===== src/rtl/serial_word_loader.sv =====
// serial_word_loader: assembles MSB-first serial bits into a held WIDTH-bit word.
// Define SWL_PARITY_CHECK_EN to add a trailing even-parity bit per frame.
module serial_word_loader #(
  parameter int WIDTH = 10,
  parameter int CNT_W = 8
) (
  input  logic             clk,
  input  logic             rst,
  input  logic             start,
  input  logic             ser_in,
  input  logic             ser_valid,
  output logic [WIDTH-1:0] word_out,
  output logic             word_valid,
  output logic             busy,
  output logic             par_err,
  output logic [CNT_W-1:0] word_cnt
);
  localparam int BW = $clog2(WIDTH + 1);
  localparam logic [BW-1:0] LAST = BW'(WIDTH - 1);
`ifdef SWL_PARITY_CHECK_EN
  typedef enum logic [1:0] {IDLE, SHIFT, PARITY} state_t;
`else
  typedef enum logic [1:0] {IDLE, SHIFT} state_t;
`endif
  state_t r_state, w_next;
  logic [WIDTH-1:0] r_shift, r_word, w_word, w_load;
  logic [BW-1:0] r_bcnt;
  logic [CNT_W-1:0] r_cnt;
  logic r_valid, r_perr, w_last, w_accept, w_perr;
  assign w_word = {r_shift[WIDTH-2:0], ser_in};
  assign w_last = r_state == SHIFT && ser_valid && r_bcnt == LAST;
`ifdef SWL_PARITY_CHECK_EN
  logic w_par;
  assign w_par    = ^{r_shift, ser_in};
  assign w_accept = r_state == PARITY && ser_valid && !w_par;
  assign w_perr   = r_state == PARITY && ser_valid && w_par;
  assign w_load   = r_shift;
`else
  logic w_unused;
  assign w_unused = r_shift[WIDTH-1];
  assign w_accept = w_last;
  assign w_perr   = 1'b0;
  assign w_load   = w_word;
`endif
  always_comb begin
    w_next = r_state;
    if (r_state == IDLE && start) w_next = SHIFT;
`ifdef SWL_PARITY_CHECK_EN
    if (w_last) w_next = PARITY;
    if (r_state == PARITY && ser_valid) w_next = IDLE;
`else
    if (w_last) w_next = IDLE;
`endif
  end
  always_ff @(posedge clk)
    r_state <= rst ? IDLE : w_next;
  always_ff @(posedge clk) begin
    if (rst) begin
      r_shift <= '0;
      r_bcnt  <= '0;
      r_word  <= '0;
      r_valid <= 1'b0;
      r_perr  <= 1'b0;
      r_cnt   <= '0;
    end else begin
      r_valid <= w_accept;
      r_perr  <= w_perr;
      if (r_state == IDLE && start) r_bcnt <= '0;
      if (r_state == SHIFT && ser_valid) begin
        r_shift <= w_word;
        r_bcnt  <= r_bcnt + 1'b1;
      end
      if (w_accept) begin
        r_word <= w_load;
        r_cnt  <= r_cnt + 1'b1;
      end
    end
  end
  assign word_out   = r_word;
  assign word_valid = r_valid;
  assign busy       = r_state != IDLE;
  assign par_err    = r_perr;
  assign word_cnt   = r_cnt;
endmodule


===== config.mk =====
export PLATFORM = sky130hd
export DESIGN_NAME = serial_word_loader
export DESIGN_NICKNAME = d
export VERILOG_FILES = /design/src/rtl/serial_word_loader.sv
export SDC_FILE = /design/constraint.sdc
export NUM_CORES = 1
export LEC_CHECK = 0
export ABC_CLOCK_PERIOD_IN_PS = 1800
export BUFFER_PORTS_ARGS = -buffer_cell sky130_fd_sc_hd__buf_2
export CAP_MARGIN = 20
export CORE_AREA = 4 4 51 64
export CTS_BUF_LIST = sky130_fd_sc_hd__clkbuf_8
export CTS_CLUSTER_SIZE = 40
export DETAILED_ROUTE_END_ITERATION = 10
export DIE_AREA = 0 0 55 68
export PLACE_DENSITY_LB_ADDON = 0.1
export SLEW_MARGIN = 20
export SYNTH_ARGS = -nofsm -noshare
export SYNTH_HDL_FRONTEND = slang
export SYNTH_SLANG_ARGS = --single-unit

===== constraint.sdc =====
create_clock -name clk -period 1.8 [get_ports clk]
set_input_delay 0.27 -clock clk [delete_from_list [all_inputs] [get_ports clk]]
set_output_delay 0.27 -clock clk [all_outputs]
set_load 0.02 [all_outputs]

==> results.tsv, run 1 <==
metric	value	unit
core_region_area	2650	µm²
start_kind	flip-flop	
cts_buffers	5	
endpoint_kind	flip-flop	
setup_tns	0	ns
synth.cell_area	1410	µm²
fin_nets	196	
die_w	55	µm
fin_skew	0.00592	ns
max-vdd-ir-drop	568	µV
timing.final.max_slew_violations	0	
yosysWarnings	0	
hold_path.class	input pin to flip-flop	
die_area	3740	µm²
viasPerCell	5.52	
pwr-share-comb	4.3	%
placed_area	1550	µm²
cts_setup_buffers	0	
switching_share	22.6	%
grt_pass1_wl	4770	µm
path_max_fanout	12	
fin_area	1630	µm²
hold_viol	0	
clkLatencyLatePin	0.28	ns
postRouteAntennaNets	0	
num_antenna_cells	0	
path_cells	ha_1 > nand4_4 > or4_1 > a21oi_1	
ios	26	
multi_input_area	663	µm²
layout_common_cells	dfxtp_1 (33), a21oi_1 (27), buf_2 (24), nand2_1 (21)	
p_int	1020	µW
hold_ws	0.245	ns
syn_area_per_cell	8.55	µm²
dpl.hpwl	2020	µm
row_count	21	
vias	1230	
overflow	0	
power.switching	297	µW
fmax	0.629	GHz
grt_max_degree	32	
grt_pass1_vias	1131	
slowest_stage	or4_1	
yosys.cell_types.count	31	
power_density	806	nW/µm²
hold_buffers	0	
max_stage_delay	0.55	ns
synth_nets	173	
drt_wl_total	2850	µm
synth_cells	165	
cts-htree-levels	2	
die_h	68	µm
finalSetupViolations	0	
drt-wirelength-per-cell	12.8	µm
status	finished, final reports clean	
critPathTopFamily	simple AND/OR/NAND/NOR gates	
regArea	661	µm²
synth_seq_area_share	46.9	%
cts.clk_slew.worst_paths	0.06	ns
io_buffer_count	24	
pwr-share-clk	39.1	%
cts_tree	built	
cts_buffer_depth	2	
cts_sinks	33	
seq_power_share	56.6	%
clockRootBuffer	clkbuf_8	
syn_to_final_growth	15.5	%
maxCapViolations	0	
critPathBufInv	0	
start_util	53.1	%
final_common_cell	dfxtp_1	
grt_usage	17.9	%
grt_antenna_before_repair	0	
crit_required	2.01	ns
cts_resized	0	
rsz0062_at_grt	false	
first_iter_violations	21	
drt_first_pass_iters	4	
power.leakage	0.000629	µW
arrival	1.80	ns
drcViolationCount	0	
worstSetupPathType	flip-flop to flip-flop	
drive_above_1_share	21.2	%
timing.final.crit_period	1.59	ns
gp_congestion	0.760	
fillers	266	
synth.ff_latch_count	33	
finalCritPeriodShare	88.3	%
tightest hold or removal path: cells and delay by family:
kind            cells  cell delay [ns]
compound gates      1             0.05
buf+inv             1             0.11
simple gates        1             0.05
layer usage:
metal / wire length, µm / vias up / global-route usage, %
met3: 138 / 8 / 4.79
met1: 1190 / 574 / 20.2
li1: - / 622 / -
met2: 1450 / 26 / 29.6
met5: 0 / - / 0
met4: 76 / 0 / 10.0
per-stage QoR:
step                      util (%)  cells  total power [µW]  setup slack (ns)
after floorplan                  -    165               803             0.234
after global placement        58.3    215               814             0.262
after detailed placement      58.3    215               816             0.231
after CTS                     61.4    223              1330             0.205
after global routing          61.4    223              1370             0.127
final                         61.4    223              1310             0.210
cells by family after synthesis:
| family | share of synthesized area [%] |
|---|---|
| mux | 3.02 |
| buf+inv | 6.12 |
| flops | 46.8 |
| other cells | 0.266 |
| fa+ha+maj | 2.66 |
| xor+xnor | 0.621 |
| simple gates | 22.1 |
| compound gates | 18.4 |
area by class of cell:
class	count	area share, %
well taps	34	2.61
flip-flops and latches	33	40.6
clock inverters	3	0.845
multi-input cells	114	40.7
inverters	4	0.922
clock buffers	5	4.22
repair buffers	30	10.1
synth_stat cells (all sizes together):
library cell	number	area share (%)
and3b	1	0.62
nor2b	1	0.44
xor2	1	0.62
nor4	1	1.5
and4	1	0.62
nand2	21	5.6
o31ai	3	1.6
clkbuf	7	1.9
ha	3	2.7
conb	1	0.27
inv	4	1.1
nor3	1	0.35
a2bb2oi	1	0.62
o21ai	14	5.0
or4	3	1.6
buf	7	3.2
a21oi	27	9.6
dfxtp	33	47
nand4	3	2.4
and2	1	0.44
nand4b	1	0.62
a211oi	2	1.1
a21boi	1	0.53
mux2i	2	1.4
nand3	14	5.0
nor2	6	1.6
mux2	2	1.6
or3	3	1.3
power groups by stage:
stage / registers [µW] / logic [µW] / clock network [µW]
after floorplan: 759 / 43.7 / 0
after global placement: 759 / 55.5 / 0
after detailed placement: 759 / 56.6 / 0
after CTS: 743 / 56.8 / 531
after global routing: 743 / 62.7 / 564
final: 743 / 57.0 / 513
worst paths after layout:
check	cells past startpoint	to	slack (ns)	startpoint
worst min register to register	2	r_shift[8]	0.46	r_shift[8]
worst max register to register	4	word_cnt[7]	0.21	r_bcnt[0]
worst max-delay path	4	word_cnt[7]	0.21	r_bcnt[0]
worst min-delay path	3	r_shift[0]	0.24	ser_in
flip-flops by register name, summed over array words and instances (netlist names):
signal      cells
r_bcnt          4
r_shift         9
r_state         1
word_cnt        8
word_out       10
word_valid      1
Note: power is estimated with default switching activity, not from simulation.
==> run 2: changes to the inputs <==
- CORE_AREA: 4 4 51 64 -> 4 4 52 65
- CTS_BUF_LIST: sky130_fd_sc_hd__clkbuf_8 -> not set
- DIE_AREA: 0 0 55 68 -> 0 0 56 69
==> results.tsv, run 2 (synthesis results as in run 1) <==
metric	value	unit	change
overflow	0		unchanged
hold_buffers	0		unchanged
fillers	274		+3.0%
timing.final.crit_period	1.59	ns	-0.00234 ns
dpl.hpwl	2200	µm	+9.0%
num_antenna_cells	0		unchanged
postRouteAntennaNets	0		unchanged
cts_buffer_depth	2		unchanged
final_common_cell	dfxtp_1		
finalSetupViolations	0		unchanged
dp.cells	214		-0.47%
regArea	661	µm²	unchanged
fin_nets	195		-0.51%
endpoint_kind	flip-flop		
ff2ff_setup_slack	0.21	ns	about the same
gp_congestion	0.765		+0.72%
grt_pass1_wl	5240	µm	+9.8%
finalCritPeriodShare	88.2	%	-0.13 points
multi_input_area	663	µm²	unchanged
status	finished, final reports clean		
row_count	21		unchanged
timing.final.max_slew_violations	0		unchanged
hold_viol	0		unchanged
maxCapViolations	0		unchanged
p_int	889	µW	-13%
clkLatencyLatePin	0.32	ns	+0.04 ns
layout_common_cells	dfxtp_1 (33), a21oi_1 (27), buf_2 (24), nand2_1 (21)		
pwr-share-clk	30.8	%	-8.3 points
switching_share	23.1	%	+0.50 points
ios	26		unchanged
largest_reg_flops	10		unchanged
drt_wl_total	3010	µm	+5.7%
drt-wirelength-per-cell	13.7	µm	+7.1%
power_density	731	nW/µm²	-9.3%
cts_resized	0		unchanged
setup_tns	0	ns	unchanged
cts_buffers	5		unchanged
arrival	1.85	ns	+0.05 ns
cts-htree-levels	2		unchanged
cts_tree	built		
drcViolationCount	0		unchanged
drt_first_pass_iters	4		unchanged
crit_required	2.06	ns	+0.05 ns
grt_max_degree	21		-34%
start_util	51.6	%	-1.5 points
pwr-share-comb	5.0	%	+0.7 points
cts.clk_slew.worst_paths	0.10	ns	+0.04 ns
grt_antenna_before_repair	0		unchanged
viasPerCell	5.67		+2.8%
vias	1248		+1.5%
grt_pass1_vias	1184		+4.7%
fin_skew	0.0120	ns	+0.00610 ns
clockRootBuffer	clkbuf_4		
cts_setup_buffers	0		unchanged
worstSetupPathType	flip-flop to flip-flop		
max-vdd-ir-drop	525	µV	-7.5%
power.switching	268	µW	-10%
path_max_fanout	12		unchanged
core_region_area	2730	µm²	+3.0%
cts_sinks	33		unchanged
seq_power_share	64.2	%	+7.6 points
syn_to_final_growth	12.2	%	
fmax	0.630	GHz	+0.15%
grt_usage	16.5	%	-1.4 points
io_buffer_count	24		unchanged
hold_path.class	input pin to flip-flop		
die_area	3860	µm²	+3.3%
final_cells	220		-1.3%
die_h	69	µm	+1.5%
rsz0062_at_grt	false		
die_w	56	µm	+1.8%
start_kind	flip-flop		
hold_ws	0.218	ns	-0.0270 ns
first_iter_violations	29		+38%
power.leakage	0.000602	µW	-4.2%
drive_above_1_share	20.4	%	-0.73 points
run 2: final timing paths:
| check | from | to | depth (start not counted) |
|---|---|---|---|
| setup reg to reg | r_bcnt[0] | word_cnt[7] | 4 |
| hold reg to reg | r_shift[8] | r_shift[8] | 2 |
| hold / removal | ser_in | r_shift[0] | 3 |
| setup / recovery | r_bcnt[0] | word_cnt[7] | 4 |
run 2: worst max-delay path, stage by stage (launching register included):
cell	delay [ns]
dfxtp_1	0.40
ha_1	0.23
nand4_4	0.21
or4_1	0.55
a21oi_1	0.15
run 2: layer usage:
layer	track usage [%]	up-vias	part of all wire, %
li1	-	621	-
met1	19.9	589	44
met2	27.3	32	49
met3	5.41	6	5.1
met4	5.28	0	1.7
met5	0	-	0
run 2: power groups by stage:
stage,clock [µW],sequential (µW),combinational (µW)
floorplan,0,759,43.7
global placement,0,759,55.0
detailed placement,0,759,57.7
CTS,375,742,57.8
global route,405,743,64.7
finish,356,742,58.3
run 2: per-stage QoR:
| step | setup slack [ns] | util, % | power, µW | cell area (µm²) |
|---|---|---|---|---|
| floorplan | 0.234 | - | 803 | 1410 |
| global placement | 0.268 | 56.3 | 814 | 1540 |
| detailed placement | 0.213 | 56.3 | 817 | 1540 |
| CTS | 0.203 | 57.9 | 1180 | 1580 |
| global route | 0.105 | 57.9 | 1210 | 1580 |
| finish | 0.213 | 57.9 | 1160 | 1580 |
run 2: area by class of cell:
| cell class | count | area share, % |
|---|---|---|
| inverters | 4 | 0.949 |
| clock buffers | 5 | 2.37 |
| flip-flops and latches | 33 | 41.8 |
| clock inverters | 1 | 0.316 |
| well taps | 34 | 2.69 |
| repair buffers | 29 | 9.97 |
| multi-input cells | 114 | 41.9 |
==> run 3: changes to the inputs <==
- REMOVE_ABC_BUFFERS: not set -> 1
==> results.tsv, run 3 (synthesis results as in run 1) <==
metric	value	unit	change
status	finished, final reports clean		
io_buffer_count	24		unchanged
postRouteAntennaNets	0		unchanged
critPathTopFamily	simple AND/OR/NAND/NOR gates		
cts_sinks	33		unchanged
die_h	69	µm	unchanged
power_density	838	nW/µm²	+15%
setup_tns	0	ns	unchanged
layout_common_cells	dfxtp_1 (33), a21oi_1 (27), buf_2 (24), nand2_1 (21)		
cts_buffers	5		unchanged
vias	1245		-0.24%
drt-wirelength-per-cell	13.6	µm	-0.81%
cts_resized	0		unchanged
start_kind	flip-flop		
start_util	51.6	%	unchanged
final_cells	224		+1.8%
grt_pass1_wl	5060	µm	-3.4%
grt_usage	16.2	%	-0.24 points
die_w	56	µm	unchanged
drive_above_1_share	21.6	%	+1.1 points
clockRootBuffer	clkbuf_4		
rsz0062_at_grt	false		
path_cells	ha_1 > nand4_4 > or4_1 > a21oi_1		
cts_tree	built		
gp_congestion	0.787		+2.8%
worstSetupPathType	flip-flop to flip-flop		
fmax	0.594	GHz	-5.7%
cts.clk_slew.worst_paths	0.10	ns	about the same
hold_path.class	input pin to flip-flop		
fin_skew	0.0174	ns	+0.00539 ns
max-vdd-ir-drop	687	µV	+31%
syn_to_final_growth	16.2	%	
first_iter_violations	55		+90%
drt_wl_total	3040	µm	+1.0%
drt_first_pass_iters	6		+2
grt_pass1_vias	1205		+1.8%
row_count	21		unchanged
dp.cells	216		+0.93%
power	1370	µW	+19%
utilization	60.0	%	+2.1 points
endpoint_kind	flip-flop		
clkLatencyLatePin	0.33	ns	about the same
largest_reg_flops	10		unchanged
num_antenna_cells	0		unchanged
crit_required	2.06	ns	about the same
ios	26		unchanged
worst-path-stages	4		unchanged
critPathBufInv	0		unchanged
cts_setup_buffers	0		unchanged
hold_buffers	0		unchanged
finalSetupViolations	0		unchanged
power.leakage	0.000631	µW	+4.7%
dpl.hpwl	2210	µm	+0.23%
fin_nets	197		+1.0%
worstHoldPathCells	3		unchanged
cts-htree-levels	2		unchanged
viasPerCell	5.56		-2.0%
overflow	0		unchanged
cts_buffer_depth	2		unchanged
maxCapViolations	0		unchanged
r2r.worst_path.cells	4		unchanged
die_area	3860	µm²	unchanged
final_common_cell	dfxtp_1		
timing.final.max_slew_violations	0		unchanged
core_region_area	2730	µm²	unchanged
drcViolationCount	0		unchanged
slowest_stage	or4_1		
arrival	1.95	ns	+0.10 ns
finalCritPeriodShare	93.5	%	+5.3 points
timing.final.crit_period	1.68	ns	+0.0961 ns
grt_antenna_before_repair	0		unchanged
path_max_fanout	16		+4
max_stage_delay	0.57	ns	+0.02 ns
hold_viol	0		unchanged
grt_max_degree	23		+9.5%
[run 3: metrics by stage]
| step | worst slack, ns | hold slack (ns) | instance area (µm²) |
|---|---|---|---|
| after floorplan | 0.158 | 0.339 | 1340 |
| after global placement | 0.226 | 0.446 | 1550 |
| after detailed placement | 0.145 | 0.458 | 1550 |
| after CTS | 0.113 | 0.170 | 1640 |
| after global routing | 0.0126 | 0.190 | 1640 |
| final | 0.117 | 0.181 | 1640 |
[run 3: final timing paths]
check / start / slack, ns / to
worst min register to register: r_shift[8] / 0.47 / r_shift[8]
worst min-delay path: ser_in / 0.18 / r_shift[0]
worst max-delay path: r_bcnt[0] / 0.12 / word_cnt[5]
worst max register to register: r_bcnt[0] / 0.12 / word_cnt[5]
[run 3: power breakdown]
group	switching (µW)	leakage [µW]	internal (µW)
Clock	241	0.0000455	332
Sequential	7.09	0.000266	735
Combinational	39.6	0.000319	18.1
[run 3: cell type report]
type	instances	area [µm²]
clock buffers	7	55.1
clock inverters	1	30.0
fillers	267	1090
inverters	4	15.0
multi-input cells	114	663
flip-flops and latches	33	661
well taps	34	42.5
repair buffers	31	173
[run 3: worst reg2reg max path: stages (launching register included)]
cell and delay (ns):
dfxtp_1 0.41, ha_1 0.24, nand4_4 0.23, or4_1 0.57
a21oi_1 0.17
[run 3: layer usage]
layer / up-vias / track usage (%) / share of wire [%]
met3: 5 / 5.22 / 4.7
met5: - / 0 / 0
li1: 629 / - / -
met4: 0 / 5.80 / 1.7
met1: 584 / 18.5 / 42
met2: 27 / 28.0 / 51
